$ cat config.mk
export PLATFORM = sky130hd
export DESIGN_NAME = ram_arbiter
export DESIGN_NICKNAME = d
export VERILOG_FILES = /design/src/rtl/ram_arb_pkg.sv /design/src/rtl/ram_arb_pick.sv /design/src/rtl/ram_arbiter.sv
export SDC_FILE = /design/constraint.sdc
export NUM_CORES = 1
export LEC_CHECK = 0
export CORE_MARGIN = 1.5
export CORE_UTILIZATION = 25
export DETAILED_ROUTE_END_ITERATION = 10
export PLACE_DENSITY = 0.61
export SYNTH_ARGS = -nofsm -noshare
export SYNTH_HDL_FRONTEND = slang
export SYNTH_SLANG_ARGS = --single-unit
$ cat constraint.sdc
create_clock -name clk -period 3.55 [get_ports clk]
set_clock_uncertainty 0.1 [all_clocks]
set_input_delay 0.71 -clock clk [delete_from_list [all_inputs] [get_ports clk]]
set_output_delay 0.71 -clock clk [all_outputs]
set_load 0.005 [all_outputs]
$ cat src/rtl/ram_arb_pkg.sv
// Shared constants for the data-RAM arbiter: FSM encoding, master indices
// and the streak-counter width helper.
package ram_arb_pkg;

    typedef logic [1:0] state_t;

    localparam state_t IDLE   = 2'd0;
    localparam state_t ACCESS = 2'd1;
    localparam state_t RESP   = 2'd2;

    localparam logic M0 = 1'b0;
    localparam logic M1 = 1'b1;

    // Counter wide enough to hold 0..max_burst inclusive.
    function automatic int unsigned streak_width(input int unsigned max_burst);
        return (max_burst < 1) ? 1 : $clog2(max_burst + 1);
    endfunction

endpackage

$ cat src/rtl/ram_arb_pick.sv
// Combinational winner select for the two-master RAM arbiter.
module ram_arb_pick
    import ram_arb_pkg::*;
#(
    parameter int unsigned MAX_BURST = 4,
    parameter int unsigned STREAK_W  = 3
) (
    input  logic                m0_req_i,
    input  logic                m1_req_i,
    input  logic [STREAK_W-1:0] streak_i,
    input  logic                excl_en_i,
    input  logic                excl_idx_i,
    output logic                valid_o,
    output logic                winner_o
);

    localparam logic [STREAK_W-1:0] STREAK_MAX = STREAK_W'(MAX_BURST);

    logic pref;

    // The normal winner is chosen first; if it is the master just acked,
    // nothing is granted so that master gets a fresh IDLE arbitration.
    always_comb begin
        pref = M0;
        if (m0_req_i && m1_req_i) begin
            pref = (streak_i == STREAK_MAX) ? M1 : M0;
        end else if (m1_req_i) begin
            pref = M1;
        end
        valid_o  = (m0_req_i || m1_req_i) && !(excl_en_i && (pref == excl_idx_i));
        winner_o = pref;
    end

endmodule

$ cat src/rtl/ram_arbiter.sv
// Shares the data RAM's CPU-side port between the CPU memory stage (M0)
// and the loader/DMA engine (M1); one latched access at a time.
module ram_arbiter
    import ram_arb_pkg::*;
#(
    parameter int unsigned ADDR_W    = 32,
    parameter int unsigned DATA_W    = 32,
    parameter int unsigned MAX_BURST = 4
) (
    input  logic                  clk,
    input  logic                  rst,
    input  logic                  m0_req,
    input  logic                  m0_we,
    input  logic [ADDR_W-1:0]     m0_addr,
    input  logic [DATA_W/8-1:0]   m0_sel,
    input  logic [DATA_W-1:0]     m0_wdata,
    output logic                  m0_ack,
    output logic [DATA_W-1:0]     m0_rdata,
    output logic                  m0_stall,
    input  logic                  m1_req,
    input  logic                  m1_we,
    input  logic [ADDR_W-1:0]     m1_addr,
    input  logic [DATA_W/8-1:0]   m1_sel,
    input  logic [DATA_W-1:0]     m1_wdata,
    output logic                  m1_ack,
    output logic [DATA_W-1:0]     m1_rdata,
    output logic                  ram_en,
    output logic                  ram_we,
    output logic [ADDR_W-1:0]     ram_addr,
    output logic [DATA_W/8-1:0]   ram_sel,
    output logic [DATA_W-1:0]     ram_wdata,
    input  logic [DATA_W-1:0]     ram_rdata
);

    localparam int unsigned SEL_W    = DATA_W / 8;
    localparam int unsigned STREAK_W = streak_width(MAX_BURST);
    localparam logic [STREAK_W-1:0] STREAK_MAX = STREAK_W'(MAX_BURST);

    state_t              state_q, state_d;
    logic                gnt_q, gnt_d;
    logic                we_q, we_d;
    logic [ADDR_W-1:0]   addr_q, addr_d;
    logic [SEL_W-1:0]    sel_q, sel_d;
    logic [DATA_W-1:0]   wdata_q, wdata_d;
    logic [STREAK_W-1:0] streak_q, streak_d;
    logic [DATA_W-1:0]   m0_rdata_q, m0_rdata_d;
    logic [DATA_W-1:0]   m1_rdata_q, m1_rdata_d;

    logic pick_valid;
    logic pick_winner;
    logic grant;
    logic in_access;
    logic in_resp;

    assign in_access = (state_q == ACCESS);
    assign in_resp   = (state_q == RESP);

    ram_arb_pick #(
        .MAX_BURST (MAX_BURST),
        .STREAK_W  (STREAK_W)
    ) u_pick (
        .m0_req_i   (m0_req),
        .m1_req_i   (m1_req),
        .streak_i   (streak_q),
        .excl_en_i  (in_resp),
        .excl_idx_i (gnt_q),
        .valid_o    (pick_valid),
        .winner_o   (pick_winner)
    );

    always_comb begin
        state_d    = state_q;
        gnt_d      = gnt_q;
        we_d       = we_q;
        addr_d     = addr_q;
        sel_d      = sel_q;
        wdata_d    = wdata_q;
        streak_d   = streak_q;
        m0_rdata_d = m0_rdata_q;
        m1_rdata_d = m1_rdata_q;
        grant      = 1'b0;

        case (state_q)
            IDLE: begin
                grant = pick_valid;
            end
            ACCESS: begin
                state_d = RESP;
                if (!we_q) begin
                    if (gnt_q == M0) begin
                        m0_rdata_d = ram_rdata;
                    end else begin
                        m1_rdata_d = ram_rdata;
                    end
                end
            end
            RESP: begin
                state_d = IDLE;
                grant   = pick_valid;
            end
            default: begin
                state_d = IDLE;
            end
        endcase

        if (grant) begin
            state_d = ACCESS;
            gnt_d   = pick_winner;
            if (pick_winner == M0) begin
                we_d    = m0_we;
                addr_d  = m0_addr;
                sel_d   = m0_sel;
                wdata_d = m0_wdata;
                // Streak only grows while M1 is actually being held off.
                if (!m1_req) begin
                    streak_d = '0;
                end else if (streak_q != STREAK_MAX) begin
                    streak_d = streak_q + STREAK_W'(1);
                end
            end else begin
                we_d     = m1_we;
                addr_d   = m1_addr;
                sel_d    = m1_sel;
                wdata_d  = m1_wdata;
                streak_d = '0;
            end
        end
    end

    always_ff @(posedge clk) begin
        if (rst) begin
            state_q    <= IDLE;
            gnt_q      <= M0;
            we_q       <= 1'b0;
            addr_q     <= '0;
            sel_q      <= '0;
            wdata_q    <= '0;
            streak_q   <= '0;
            m0_rdata_q <= '0;
            m1_rdata_q <= '0;
        end else begin
            state_q    <= state_d;
            gnt_q      <= gnt_d;
            we_q       <= we_d;
            addr_q     <= addr_d;
            sel_q      <= sel_d;
            wdata_q    <= wdata_d;
            streak_q   <= streak_d;
            m0_rdata_q <= m0_rdata_d;
            m1_rdata_q <= m1_rdata_d;
        end
    end

    // Enables are gated by rst so a reset landing on an ACCESS cycle cannot write.
    assign ram_en    = in_access && !rst;
    assign ram_we    = in_access && !rst && we_q;
    assign ram_addr  = in_access ? addr_q  : '0;
    assign ram_sel   = in_access ? sel_q   : '0;
    assign ram_wdata = in_access ? wdata_q : '0;

    assign m0_ack   = in_resp && (gnt_q == M0) && !rst;
    assign m1_ack   = in_resp && (gnt_q == M1) && !rst;
    assign m0_rdata = m0_rdata_q;
    assign m1_rdata = m1_rdata_q;
    assign m0_stall = m0_req && !m0_ack;

endmodule

Word-level counts from Yosys, hierarchy flattened
Cells that the tools add are included.

Bits in registers: 139. Logic and storage cells: 56. Output and inout port bits: 137. Input bits: 174.

Mux-type cells: 16. Equality and inequality tests: 7. Reduce and logical (&&, ||, !) cells: 20. $add $sub $neg: 1. Bitwise logic cells: 2.

Operators by type and width (count): 32-bit two-way mux (4); 1-bit logical AND (10); 3-bit two-way mux (3); 4-bit two-way mux (2); 1-bit two-way mux (6); 3-bit AND reduction (2); 2-bit case mux with 2 select lines (1); 2-bit OR reduction (2); 3-bit by 1-bit adder with 3-bit output (second input constant) (1); 3-bit equality test (second input constant) (1); 1-bit zero test (3); 3-bit by 1-bit inequality test with 1-bit output (second input constant) (1); 3-bit inequality test (second input constant) (1); 2-bit by 1-bit equality test with 1-bit output (second input constant) (1); 2-bit equality test (second input constant) (1); 2-bit zero test (1); 2-bit inequality test (second input constant) (1); 1-bit NOT (2); 2-bit AND reduction (1); 1-bit equality test (1); 1-bit logical OR (1).

Logic depth before layout (Yosys ltp)
Depth after elaboration: 9. Mapped depth: 8. Gate-level depth less buffers: 6.

Hierarchy
Synthesis repeated with hierarchy kept, for this count alone.

Cells, all modules: 711. Area, all modules: 6060.8 sq um.

Modules (own cells, without submodules): ram_arbiter (times used 1, area an instance 6010.8 sq um, cells each 703, sequential area each 2782.7 sq um); ram_arb_pick (times used 1, area an instance 50.0 sq um, cells each 8, sequential area each 0.0 sq um).

Worst setup path after synthesis
OpenSTA, ideal clock, no wires.

Kind: in2out. Start: input rst. End: output m0_stall. Data required time: 2.740 ns. Path slack: 1.308 ns. Path buffers: 2. Arrival: 1.432 ns. Stages: 4. Cell sequence: clkbuf_1 -> clkbuf_1 -> nor3_1 -> nor2_1.

Word-level cells in the longest chain between the ends: 4.

RTL lines: start, declared (RTL line ram_arbiter.sv:11) `input logic rst,`; 1-bit zero test (RTL line ram_arbiter.sv:161) `assign m0_ack = in_resp && (gnt_q == M0) && !rst;`; 1-bit logical AND (RTL line ram_arbiter.sv:161); net m0_ack (RTL line ram_arbiter.sv:17) `output logic m0_ack,`; 1-bit zero test (RTL line ram_arbiter.sv:165) `assign m0_stall = m0_req && !m0_ack;`; 1-bit logical AND (RTL line ram_arbiter.sv:165); end, declared (RTL line ram_arbiter.sv:19) `output logic m0_stall,`.

The timed path passes the listed nets, and every way through them passes these cells.

Final worst setup path
Start: register state_q[0]. End: output ram_sel[1].

Word-level cells in the longest chain between the ends: 2.

RTL lines: start, declared (RTL line ram_arbiter.sv:39) `state_t state_q, state_d;`; start signal, assigned (RTL line ram_arbiter.sv:142) `state_q <= state_d;`; 2-bit by 1-bit equality test with 1-bit output (RTL line ram_arbiter.sv:55) `assign in_access = (state_q == ACCESS);`; 4-bit two-way mux (RTL line ram_arbiter.sv:158) `assign ram_sel = in_access ? sel_q : '0;`; end, declared (RTL line ram_arbiter.sv:30) `output logic [DATA_W/8-1:0] ram_sel,`.

Every way passes these cells.

==> reports/summary.txt <==
========================================================================================
Number of nets in the finished design .....................................        1,319
First-pass GRT wire length ................................................      42.7 mm
Synthesized cell area .....................................................   7540 sq um
Aggregate global-route resource usage .....................................        17.2%
Power spent charging and discharging nets .................................      1320 uW
Data arrival at the endpoint of the critical path .........................      2240 ps
DR iter-0 viols ...........................................................          371
Result of the run .........................................................    completed
Post-detailed-route via-to-cell ratio .....................................         4.86
Average wire length per cell after detail routing .........................      17.8 um
Max rail drop VDD .........................................................     0.271 mV
Worst-skew pair later-pin latency .........................................       410 ps
Total via count after detailed routing ....................................        7,521
Clk sinks .................................................................          139
Hold Crit Start ........................................................... m0_rdata[21]
Leak ......................................................................   0.00402 uW
Hold-fix buffers at CTS ...................................................            0
Site Rows .................................................................           63
Required time at the worst-slack endpoint .................................      2740 ps
CP top delay family ....................................................... buffers and inverters
Cells on worst reg2reg path ...............................................            5
Tmin final ................................................................      3050 ps
Final-layout fill cell count ..............................................        3,065
Number of nets with antenna violations after routing ......................            0
Final count of hold timing violations .....................................            0
Flip-flop and latch count after synthesis .................................          139
Starting density of the core ..............................................        25.4%
Final-layout setup total negative slack ...................................         0 ps
Sequential Area ...........................................................   2780 sq um
Total gr overflow .........................................................            0
CTS HTree Levels ..........................................................            4
Number of antenna violations at the first check in global routing .........            1
Clock group share of total power ..........................................        41.4%
Hold depth ................................................................            2
Reg-to-reg endpoint .......................................................  streak_q[1]
Combinational share of power ..............................................        20.9%
Root Buffer ...............................................................    clkbuf_16
TritonCTS clock tree ......................................................         done
Chip Width ................................................................       177 um
Clock slew at the register clock pins of the worst setup and hold paths ...        70 ps
Top Ports .................................................................          311
Least-Margin Pin Slew .....................................................       910 ps
Chip Height ...............................................................       177 um
Reg-to-Reg Start ..........................................................        gnt_q
Capture endpoint of the worst hold path ................................... m0_rdata[21]
DIE AREA .................................................................. 31,200 sq um
Synth Area per Inst .......................................................   8.41 sq um
Proportion of total power due to net switching ............................        29.0%
Setup repair after global routing missed its margin .......................           no
Post-synthesis net count ..................................................        1,073
Number of gates resized after CTS .........................................            0
Part of the total power dissipated in sequential elements .................        37.6%
Last weighted congestion value of the routability-driven placer ...........        0.743
PwrDens ...................................................................  393 nW/um^2
Sequential element share of the synthesized area ..........................        36.9%
Sort of element at the end of the critical path ........................... primary output
Crit path cell chain ...................................................... nor2b_4, buf_4, and2_1, clkdlybuf4s50_1
Final-report setup violation count ........................................            0
Unique masters post-synth .................................................           37
Residual DRC count ........................................................            0
Clock buffers created by TritonCTS ........................................           17
Largest stage delay, worst path ...........................................       530 ps
Number of global-route vias before repair .................................        7,421
Share of layout cells above drive strength 1 ..............................        11.8%
CP Class .................................................................. register to primary output
Final-layout worst hold slack .............................................       353 ps
Pin count of the biggest net entering global routing ......................           78
Worst-path maximum fanout .................................................           44
Fmax achieved .............................................................    0.327 GHz
Bufs on Longest Clock Path ................................................            2
Portion of the clock cycle consumed by the worst path in the final layout .        86.0%
Post-CTS setup buffer count ...............................................            0
Port Buffers ..............................................................          310
Class of the tightest hold or removal check ............................... register to register
Multi-input logic area ....................................................   4290 sq um
Library cell contributing the largest single delay on the critical path ... clkdlybuf4s50_1
Worst slew slack as a fraction of its limit ...............................        39.4%
Syn Inst Count ............................................................          897
Total wire length after detailed routing ..................................      27.5 mm
Kind of start point of the critical path ..................................     register
Half-perimeter wire length of the detailed placement result ...............      18.2 mm
Layout overhead on the synthesized area ...................................        53.3%
Final setup margin ........................................................       496 ps
Startpoint of the worst setup timing path .................................   state_q[0]
Worst setup slack after placement .........................................       538 ps
Number of max-slew violations in the final report .........................            0
Core region area .......................................................... 29,600 sq um
Ys Warns ..................................................................            0
Final Util ................................................................        39.0%
DRT Pass-1 Iters ..........................................................            4
Number of max-cap violations ..............................................            0
Cell count along the critical path ........................................            4
Buffer and inverter count on the worst path ...............................            2
Register-to-register setup slack ..........................................      1190 ps
Cell-internal power .......................................................      3230 uW
========================================================================================
-- power groups by stage --
stage	clock (uW)	combinational (uW)	sequential [uW]
5_1_grt	2010	1040	1730
2_1_floorplan	0	507	1730
6_report	1880	952	1710
3_3_place_gp	0	960	1740
4_1_cts	1950	969	1710
3_5_place_dp	0	963	1750
-- tightest hold or removal path, stage by stage (launching register included) --
cell	delay, ps
dfxtp_1	310
nand2_1	50
a21oi_1	50
-- cell usage after synthesis --
cell       number  area, sq um
nand4_1         2         12.5
a21boi_1       23          173
nor3_1          3         15.0
buf_4           2         15.0
inv_2           2         7.51
nand2b_4        1         13.8
buf_2          29          145
buf_6           7         78.8
ha_1            2         25.0
nand3_1         1         5.00
mux2i_1         1         10.0
a21bo_2         1         10.0
o21ba_1         1         10.0
o221ai_2       70         1050
nor3_2          1         10.0
or3_1           2         12.5
nor3b_2         1         12.5
clkbuf_1       66          248
o2111ai_1       1         8.76
and2_1         70          438
o21bai_1        1         7.51
nand2b_1        3         18.8
o21ai_1         6         30.0
nand3b_1        1         7.51
o22ai_1         1         6.26
dfxtp_1       139         2780
nand2_1       131          492
nand4b_1        1         8.76
inv_1           4         15.0
a21boi_0       46          345
nor2b_1         1         6.26
nor2_1          5         18.8
o32ai_4         2         55.1
a21boi_2        1         11.3
and3_1         71          444
o21ai_0        64          320
a21oi_1       134          671
-- routing by layer --
metal	global-route usage [%]	routed length, um	up-vias
li1	-	-	3697
met1	22.0	12100	3550
met2	28.6	13200	237
met3	3.87	1610	37
met4	5.83	597	0
met5	0	0	-
-- cells by family (layout without fill, tap and decap cells) --
kind of cell	after synthesis	after routing	synth area share (%)
other cells	0	1	0
buf+inv	110	369	6.75
flops	139	139	36.9
compound gates	351	351	35.8
simple gates	294	294	20.1
mux	1	1	0.133
fa+ha+maj	2	2	0.332
-- worst max path at each step --
stage / end
after CTS: ram_sel[1]
after global placement: m0_stall
final: ram_sel[1]
after global routing: ram_sel[1]
after floorplan: m0_stall
after detailed placement: m0_stall
-- area by class of cell --
type	instances	area share (%)
repair buffers	331	29.0
clock buffers	18	3.80
clock inverters	14	1.49
diodes	1	0.0216
inverters	6	0.216
flip-flops and latches	139	24.1
multi-input cells	648	37.1
well taps	390	4.22
-- registers in the layout (all words and copies together) (netlist names) --
register / flops
state_q: 2
streak_q: 3
m1_rdata: 32
wdata_q: 32
gnt_q: 1
addr_q: 32
sel_q: 4
m0_rdata: 32
we_q: 1
-- cell usage in the layout (no fill, tap or decap), drive strengths merged, types with 2 or more instances in the layout --
cell	Yosys	final
a21boi	70	70
a21oi	134	134
and2	70	70
and3	71	71
buf	38	23
bufinv	0	2
clkbuf	66	18
clkdlybuf4s50	0	308
clkinvlp	0	4
dfxtp	139	139
ha	2	2
inv	6	14
nand2	131	131
nand2b	4	4
nand4	2	2
nor2	5	5
nor3	4	4
o21ai	70	70
o221ai	70	70
o32ai	2	2
or3	2	2
-- through the flow --
| step | cell area (sq um) | cells | power [uW] |
|---|---|---|---|
| after floorplan | 7540 | 897 | 2240 |
| after global placement | 10900 | 1514 | 2700 |
| after detailed placement | 10900 | 1514 | 2710 |
| after CTS | 11600 | 1546 | 4630 |
| after global routing | 11600 | 1547 | 4770 |
| final | 11600 | 1547 | 4550 |
(Power assumes the default switching activity.)
